==> src/rtl/uart_frame_decoder.sv <==
// uart_frame_decoder: hunts for a start-of-frame marker in a received byte stream,
// then parses LEN, LEN payload bytes and a checksum byte. Payload bytes are forwarded
// through a one-entry registered valid/ready stage; each frame ends with a one-cycle
// status pulse carrying an error code. An inter-byte timeout aborts stalled frames.
module uart_frame_decoder #(
    parameter logic [7:0]  SOF     = 8'hA5,
    parameter int unsigned TIMEOUT = 32'd1_000_000
) (
    input  logic       clk,
    input  logic       nrst,
    input  logic       in_valid,
    input  logic [7:0] in_data,
    output logic       in_ready,
    output logic       out_valid,
    output logic [7:0] out_data,
    output logic       out_last,
    input  logic       out_ready,
    output logic       status_valid,
    output logic [1:0] status_err
);

    localparam logic [1:0] StIdle    = 2'd0;
    localparam logic [1:0] StLen     = 2'd1;
    localparam logic [1:0] StPayload = 2'd2;
    localparam logic [1:0] StChk     = 2'd3;

    localparam logic [1:0] ErrOk      = 2'd0;
    localparam logic [1:0] ErrChk     = 2'd1;
    localparam logic [1:0] ErrLenZero = 2'd2;
    localparam logic [1:0] ErrTimeout = 2'd3;

    // Last counter value before the abort fires; the counter never passes it,
    // which keeps it saturated well below wrap-around.
    localparam logic [31:0] TmoLast = 32'(TIMEOUT - 1);

    logic [1:0]  state_q, state_d;
    logic [7:0]  count_q, count_d;
    logic [7:0]  sum_q, sum_d;
    logic [31:0] tmo_q, tmo_d;
    logic        out_valid_q, out_valid_d;
    logic [7:0]  out_data_q, out_data_d;
    logic        out_last_q, out_last_d;
    logic        status_valid_q, status_valid_d;
    logic [1:0]  status_err_q, status_err_d;

    logic        in_ready_w;
    logic        accept;
    logic [7:0]  sum_next;

    // Input readiness depends only on state and the output register occupancy.
    always_comb begin
        in_ready_w = 1'b1;
        if (state_q == StPayload) begin
            in_ready_w = ~out_valid_q | out_ready;
        end
    end

    assign accept   = in_valid & in_ready_w;
    assign sum_next = sum_q + in_data;

    // Frame parser, output register and timeout next-state logic.
    always_comb begin
        state_d        = state_q;
        count_d        = count_q;
        sum_d          = sum_q;
        tmo_d          = tmo_q;
        out_valid_d    = out_valid_q;
        out_data_d     = out_data_q;
        out_last_d     = out_last_q;
        status_valid_d = 1'b0;
        status_err_d   = status_err_q;

        // A pending payload byte leaves when downstream takes it, even after an abort.
        if (out_valid_q && out_ready) begin
            out_valid_d = 1'b0;
            out_last_d  = 1'b0;
        end

        unique case (state_q)
            StIdle: begin
                tmo_d = '0;
                if (accept && (in_data == SOF)) begin
                    state_d = StLen;
                end
            end
            StLen: begin
                if (accept) begin
                    count_d = in_data;
                    sum_d   = in_data;
                    if (in_data == 8'h00) begin
                        status_valid_d = 1'b1;
                        status_err_d   = ErrLenZero;
                        state_d        = StIdle;
                    end else begin
                        state_d = StPayload;
                    end
                end
            end
            StPayload: begin
                if (accept) begin
                    out_valid_d = 1'b1;
                    out_data_d  = in_data;
                    out_last_d  = (count_q == 8'd1);
                    sum_d       = sum_next;
                    count_d     = count_q - 8'd1;
                    if (count_q == 8'd1) begin
                        state_d = StChk;
                    end
                end
            end
            StChk: begin
                if (accept) begin
                    sum_d          = sum_next;
                    status_valid_d = 1'b1;
                    status_err_d   = (sum_next == 8'h00) ? ErrOk : ErrChk;
                    state_d        = StIdle;
                end
            end
            default: begin
                state_d = StIdle;
            end
        endcase

        // Inter-byte timeout; a byte held off by backpressure does not count as idle.
        if (state_q != StIdle) begin
            if (accept) begin
                tmo_d = '0;
            end else if (in_valid && !in_ready_w) begin
                tmo_d = tmo_q;
            end else if (tmo_q >= TmoLast) begin
                tmo_d          = '0;
                status_valid_d = 1'b1;
                status_err_d   = ErrTimeout;
                state_d        = StIdle;
            end else begin
                tmo_d = tmo_q + 32'd1;
            end
        end
    end

    // State registers with synchronous active-low reset.
    always_ff @(posedge clk) begin
        if (!nrst) begin
            state_q        <= StIdle;
            count_q        <= '0;
            sum_q          <= '0;
            tmo_q          <= '0;
            out_valid_q    <= 1'b0;
            out_data_q     <= '0;
            out_last_q     <= 1'b0;
            status_valid_q <= 1'b0;
            status_err_q   <= '0;
        end else begin
            state_q        <= state_d;
            count_q        <= count_d;
            sum_q          <= sum_d;
            tmo_q          <= tmo_d;
            out_valid_q    <= out_valid_d;
            out_data_q     <= out_data_d;
            out_last_q     <= out_last_d;
            status_valid_q <= status_valid_d;
            status_err_q   <= status_err_d;
        end
    end

    assign in_ready     = in_ready_w;
    assign out_valid    = out_valid_q;
    assign out_data     = out_data_q;
    assign out_last     = out_last_q;
    assign status_valid = status_valid_q;
    assign status_err   = status_err_q;

endmodule

==> config.mk <==
export PLATFORM = sky130hd
export DESIGN_NAME = uart_frame_decoder
export DESIGN_NICKNAME = d
export VERILOG_FILES = /design/src/rtl/uart_frame_decoder.sv
export SDC_FILE = /design/constraint.sdc
export NUM_CORES = 1
export LEC_CHECK = 0
export BUFFER_PORTS_ARGS = -buffer_cell sky130_fd_sc_hd__buf_2
export CAP_MARGIN = 20
export CORE_UTILIZATION = 41
export DETAILED_ROUTE_END_ITERATION = 10
export SLEW_MARGIN = 30
export SYNTH_ARGS = -nofsm -noshare
export SYNTH_HDL_FRONTEND = slang
export SYNTH_SLANG_ARGS = --single-unit
==> constraint.sdc <==
create_clock -name clk -period 6.6 [get_ports clk]
set_input_delay 0.66 -clock clk [delete_from_list [all_inputs] [get_ports clk]]
set_output_delay 0.66 -clock clk [all_outputs]
set_load 0.02 [all_outputs]
# --- Word-level counts from Yosys, hierarchy flattened ---
# Cells that the tools add are included.
op_classes:
  add_sub_neg: 3
  n_bitwise: 3
  div: 0
  n_lt_le_gt_ge: 1
  n_shift: 0
  n_mul: 0
  n_reduce_logical: 16
  mux: 45
  eq_ne: 9
op_table:
  columns: ["cell", "n"]
  rows:
  - ["$mux W32", 5]
  - ["$mux W2", 17]
  - ["$add A32 B1 Y32 const B", 1]
  - ["$ge A32 B20 Y1 const B", 1]
  - ["$pmux W8 S2", 2]
  - ["$mux W8", 3]
  - ["$logic_not A8 Y1", 2]
  - ["$mux W1", 15]
  - ["$add A8 B8 Y8", 1]
  - ["$eq A8 B1 Y1 const B", 1]
  - ["$eq A8 B8 Y1 const B", 1]
  - ["$pmux W2 S4", 1]
  - ["$reduce_bool A2 Y1", 4]
  - ["$sub A8 B1 Y8 const B", 1]
  - ["$reduce_and A3 Y1", 2]
  - ["$eq A2 B2 Y1 const B", 2]
  - ["$ne A2 B2 Y1 const B", 2]
  - ["$pmux W2 S2", 1]
  - ["$reduce_and A2 Y1", 2]
  - ["$logic_and A1 B1 Y1", 3]
  - ["$ne A3 B3 Y1 const B", 1]
  - ["$eq A2 B1 Y1 const B", 1]
  - ["$logic_not A2 Y1", 1]
  - ["$ne A2 B1 Y1 const B", 1]
  - ["other kinds (6)", 6]
totals:
  out_inout_bits: 14
  ram_bits: 0
  rom_bits: 0
  wordCells: 86
  inputBits: 12
  latch_bits: 0
  reg_bits: 63
  memories: 0

# --- Depth between registers and ports, before layout ---
depth:
  depth_word: 11
  ltp_mapped: 7
  ltp_nobuf: 7

# --- Least setup slack after synthesis ---
# No wires, ideal clock.
synth_timing:
  path_kind: "input to register"
  startpoint: "input in_data[0]"
  endpoint: "register status_err_q[0], in the netlist status_err[0]"
  arrival_time_ns: 2.645
  required_ns: 6.478
  path_buffers: 0
  slack_ns: 3.834
  cell_stages: 7
  setup_time_ns: 0.122
  cell_sequence: "ha_1 > fa_1 > a211oi_2 > o21ba_1 > o2111ai_1 > or4_1 > o311a_1"
synth_between:
  elab_chain_cells: 9
  word_cells_on_any_way: 12
  cone_classes: "add/sub: 1; mux: 9; reduce/logical: 2"
synth_lines:
  columns: ["item", "line", "rtl"]
  rows:
  - ["start: declaration", "12", "input logic [7:0] in_data,"]
  - ["$add A8 B8 Y8", "59", "assign sum_next = sum_q + in_data;"]
  - ["$logic_not A8 Y1", "115", "status_err_d = (sum_next == 8'h00) ? ErrOk : ErrChk;"]
  - ["$mux W1", "115", null]
  - ["$mux W2", "112", "if (accept) begin"]
  - ["$pmux W2 S2 *", "79", "unique case (state_q)"]
  - ["$mux W2", "130", "end else if (tmo_q >= TmoLast) begin"]
  - ["$mux W2", "128", "end else if (in_valid && !in_ready_w) begin"]
  - ["$mux W2", "126", "if (accept) begin"]
  - ["$mux W2 *", "125", "if (state_q != StIdle) begin"]
  - ["end signal: assignment", "162", "status_err_q <= status_err_d;"]
  - ["end: declaration", "44", "logic [1:0] status_err_q, status_err_d;"]
# Every way passes the cells marked *; elsewhere a longest branch is shown, timed or not.
# A chain may end at the register's enable or synchronous reset.

# --- Worst setup path in the final report ---
layout_timing:
  startpoint: "register state_q[1]"
  endpoint: "register count_q[0]"
layout_between:
  elab_chain_cells: 5
  word_cells_on_any_way: 9
  cone_classes: "eq/ne: 4; mux: 2; bitwise: 1; reduce/logical: 2"
layout_lines:
  columns: ["item", "line", "rtl"]
  rows:
  - ["start: declaration", "36", "logic [1:0] state_q, state_d;"]
  - ["start signal: assignment", "144", "state_q <= StIdle;"]
  - ["start signal: assignment", "154", "state_q <= state_d;"]
  - ["$eq A2 B2 Y1", "53, 79", null]
  - ["$mux W1", "53", "if (state_q == StPayload) begin"]
  - ["$and A1 B1 Y1", "58", "assign accept = in_valid & in_ready_w;"]
  - ["$ne A2 B2 Y1 (no source line)", null, null]
  - ["$reduce_and A3 Y1 (no source line)", null, null]
  - ["end signal: assignment", "155", "count_q <= count_d;"]
  - ["end: declaration", "37", "logic [7:0] count_q, count_d;"]
# Parallel ways exist; a longest one is shown, timed or not.

==> impl_metrics.ini <==
[status]
outcome = completed

[clock_network]
cts_buffers = 9
htree_levels = 3
cts_hold_buffers = 0
clockRootBuffer = clkbuf_8
clkSlewWorstSetupHoldPaths_ns = 0.08
post-cts-setup-buffer-count = 0
clk_latency_ns = 0.35
cts_tree = yes
ctsResizeCount = 0
cts_buffer_depth = 2
clock-sinks = 63

[logic_synthesis]
syn_inst = 401
synth_nets = 424
yosysSeqAreaShare = 0.384
ys.warnings.count = 0
syn_area_um2 = 3290
syn-mean-instance-area_um2 = 8.20
synth_seq_cells = 63
synthArstFlopShare = 0
ys.flop_type = dfxtp_1
yosysUniqueCellTypes = 60
synth_edf_count = 0

[floorplan]
die_h_um = 91.6
placeableCoreArea_um2 = 7730
start_util = 0.426
die-area_um2 = 8380
die_width_um = 91.6
io_pins = 26
row_count = 32

[sta]
clock_skew_ns = 0.00980
min_period_over_period = 0.460
timing.final.hold_violations = 0
worst_pin_slew_ns = 0.914
fmax_mhz = 329
finalSetupViolCount = 0
final_max_slew_viol_count = 0
fin_setup_tns_ns = 0
slew-limit-headroom = 0.389
rsz0062_at_grt = no
fin_crit_ns = 3.04

[cells_and_area]
insertedDiodeCount = 0
final_nets = 444
syn_to_final_growth_pct = 12.8
final_layout_size_suffix_gt1_frac = 0.127

[pwr]
power.leakage_nw = 1.32
p_int_w = 0.000607
power_w = 0.000796
p_sw_frac = 0.237
power.density_nw_per_um2 = 215
pwr-share-clk = 0.474
power_frac_comb = 0.047
p_seq_frac = 0.479
ir_drop_mv = 0.0752
switchingPower_w = 0.000189

[worst_hold_path]
hold_class = reg2reg
hp-start = out_data[2]$_SDFFE_PN0P_
hold_end = out_data[2]$_SDFFE_PN0P_
whs_path_depth = 2

[global_route]
antenna_found_initial = 0
grt-ovfl-total = 0
grt_pass1_wl_mm = 13.1
grt_max_degree = 33
grt_pass1_vias = 2702
grt_usage = 0.198

[route]
drc_errors = 0
drtAntennaViolNets = 0
dr.pass1.iters = 4
drtIter0Drc = 122
routedWlPerCell_um = 14.7
avgViaCountPerCell = 5.66
num_vias = 2989
routed_wl_mm = 7.79

[worst_setup_path]
crit_path_max_fanout = 17
path_class = reg2reg
ff2ff_setup_slack_ns = 3.56
ff2ff_path_depth = 5
reg2reg_from = state_q[1]$_SDFF_PN0_
r2r-end = count_q[0]$_SDFFE_PN0P_
cp-end-kind = register
critPathSlowestCell = nor2b_1
startpoint_type = register
arrival_ns = 3.29
crit_chain = nor2b_1 -> nand3_1 -> o21ai_1 -> o21ai_0 -> a221oi_1
worstPathRequired_ns = 6.86
slowest_delay_ns = 0.81
critPathLaunch = state_q[1]$_SDFF_PN0_

[flow_run]
max-cap-violations = 0

[placed_design]
port_buffers = 25
dpl.hpwl_mm = 5.43
gp_congestion = 0.880
==> kinds of logic (layout without fill, tap and decap cells) <==
family | Yosys count | after routing | synth area share
compound gates | 115 | 115 | 0.236
simple gates | 169 | 169 | 0.263
mux | 7 | 7 | 0.0217
flops | 63 | 63 | 0.384
fa+ha+maj | 11 | 11 | 0.0441
xor+xnor | 6 | 6 | 0.0160
buf+inv | 30 | 55 | 0.0354
==> worst max path at each step <==
stage                                     to  slack [ns]  cells past startpoint
floorplan           status_err[0]$_SDFF_PN0_        3.83                      7
global placement    status_err[0]$_SDFF_PN0_        3.58                      8
detailed placement  status_err[0]$_SDFF_PN0_        3.55                      8
CTS                  count_q[0]$_SDFFE_PN0P_        3.59                      5
global route         count_q[0]$_SDFFE_PN0P_        3.29                      5
finish               count_q[0]$_SDFFE_PN0P_        3.56                      5
==> registers in the layout, indices dropped and copies added, names as in the netlist <==
name,count
tmo_q,32
count_q,8
out_data,8
sum_q,8
state_q,2
status_err,2
out_last,1
out_valid,1
status_valid,1
==> final cells by class <==
cell class | instances | area, um2
fillers | 790 | 4020
multi-input cells | 308 | 1910
flip-flops and latches | 63 | 1260
repair buffers | 28 | 148
well taps | 102 | 128
clock buffers | 9 | 124
clock inverters | 7 | 96.3
inverters | 11 | 41.3
==> power by group through the flow <==
stage                     combinational, W  clock (W)  sequential (W)
after floorplan                  0.0000245          0        0.000390
after global placement           0.0000373          0        0.000390
after detailed placement         0.0000373          0        0.000390
after CTS                        0.0000376   0.000384        0.000381
after global routing             0.0000416   0.000401        0.000381
final                            0.0000378   0.000377        0.000381
==> Yosys cell counts (all sizes together) (2+ instances only) <==
master | instances | area share
mux2i | 6 | 0.018
o311ai | 2 | 0.0053
ha | 10 | 0.038
nand4 | 7 | 0.013
clkbuf | 16 | 0.018
and3 | 3 | 0.0057
o21ai | 23 | 0.035
o2111ai | 2 | 0.0053
or4 | 4 | 0.0091
dfxtp | 63 | 0.38
nand2b | 5 | 0.0095
o22ai | 3 | 0.0057
nor4 | 10 | 0.019
buf | 3 | 0.0046
and2 | 13 | 0.025
nand2 | 42 | 0.048
nor3 | 11 | 0.018
a31oi | 23 | 0.044
o21ba | 2 | 0.0061
o221a | 2 | 0.0068
nand3b | 10 | 0.023
o311a | 2 | 0.0061
inv | 10 | 0.011
nor2b | 7 | 0.013
o21a | 4 | 0.0095
nand3 | 17 | 0.026
a41oi | 3 | 0.0080
xor2 | 4 | 0.011
xnor2 | 2 | 0.0053
nor2 | 35 | 0.040
a21oi | 25 | 0.038
o211ai | 4 | 0.0091
a211oi | 8 | 0.025
==> per-layer routing <==
| layer | global-route usage | vias up | wire length, um |
|---|---|---|---|
| met3 | 0.0335 | 11 | 363 |
| met4 | 0.0913 | 0 | 147 |
| met1 | 0.278 | 1386 | 3970 |
| met5 | 0 | - | 0 |
| li1 | - | 1533 | - |
| met2 | 0.295 | 59 | 3310 |
==> stage by stage <==
step / util / instances / cell area (um2) / hold WS (ns) / setup WS [ns]
after floorplan: - / 401 / 3290 / 0.429 / 3.83
after global placement: 0.451 / 512 / 3490 / 0.440 / 3.58
after detailed placement: 0.451 / 512 / 3490 / 0.444 / 3.55
after CTS: 0.480 / 528 / 3710 / 0.455 / 3.59
after global routing: 0.480 / 528 / 3710 / 0.483 / 3.29
final: 0.480 / 528 / 3710 / 0.452 / 3.56
==> worst max-delay path: cells and delay by family, from the launching register on <==
family,cells,cell delay [ns]
and+or+nand+nor,2,1.34
AOI/OAI and AO/OA,3,0.86
DFF,1,0.73
==> layout by cell type (no fill, tap or decap), types with 12 or more instances in the layout <==
| cell | count |
|---|---|
| a21oi_1 | 25 |
| a31oi_1 | 23 |
| and2_1 | 12 |
| buf_2 | 25 |
| dfxtp_1 | 63 |
| nand2_1 | 42 |
| nand3_1 | 17 |
| nor2_1 | 35 |
| o21ai_0 | 15 |
Power figures use the tool's default switching activity.
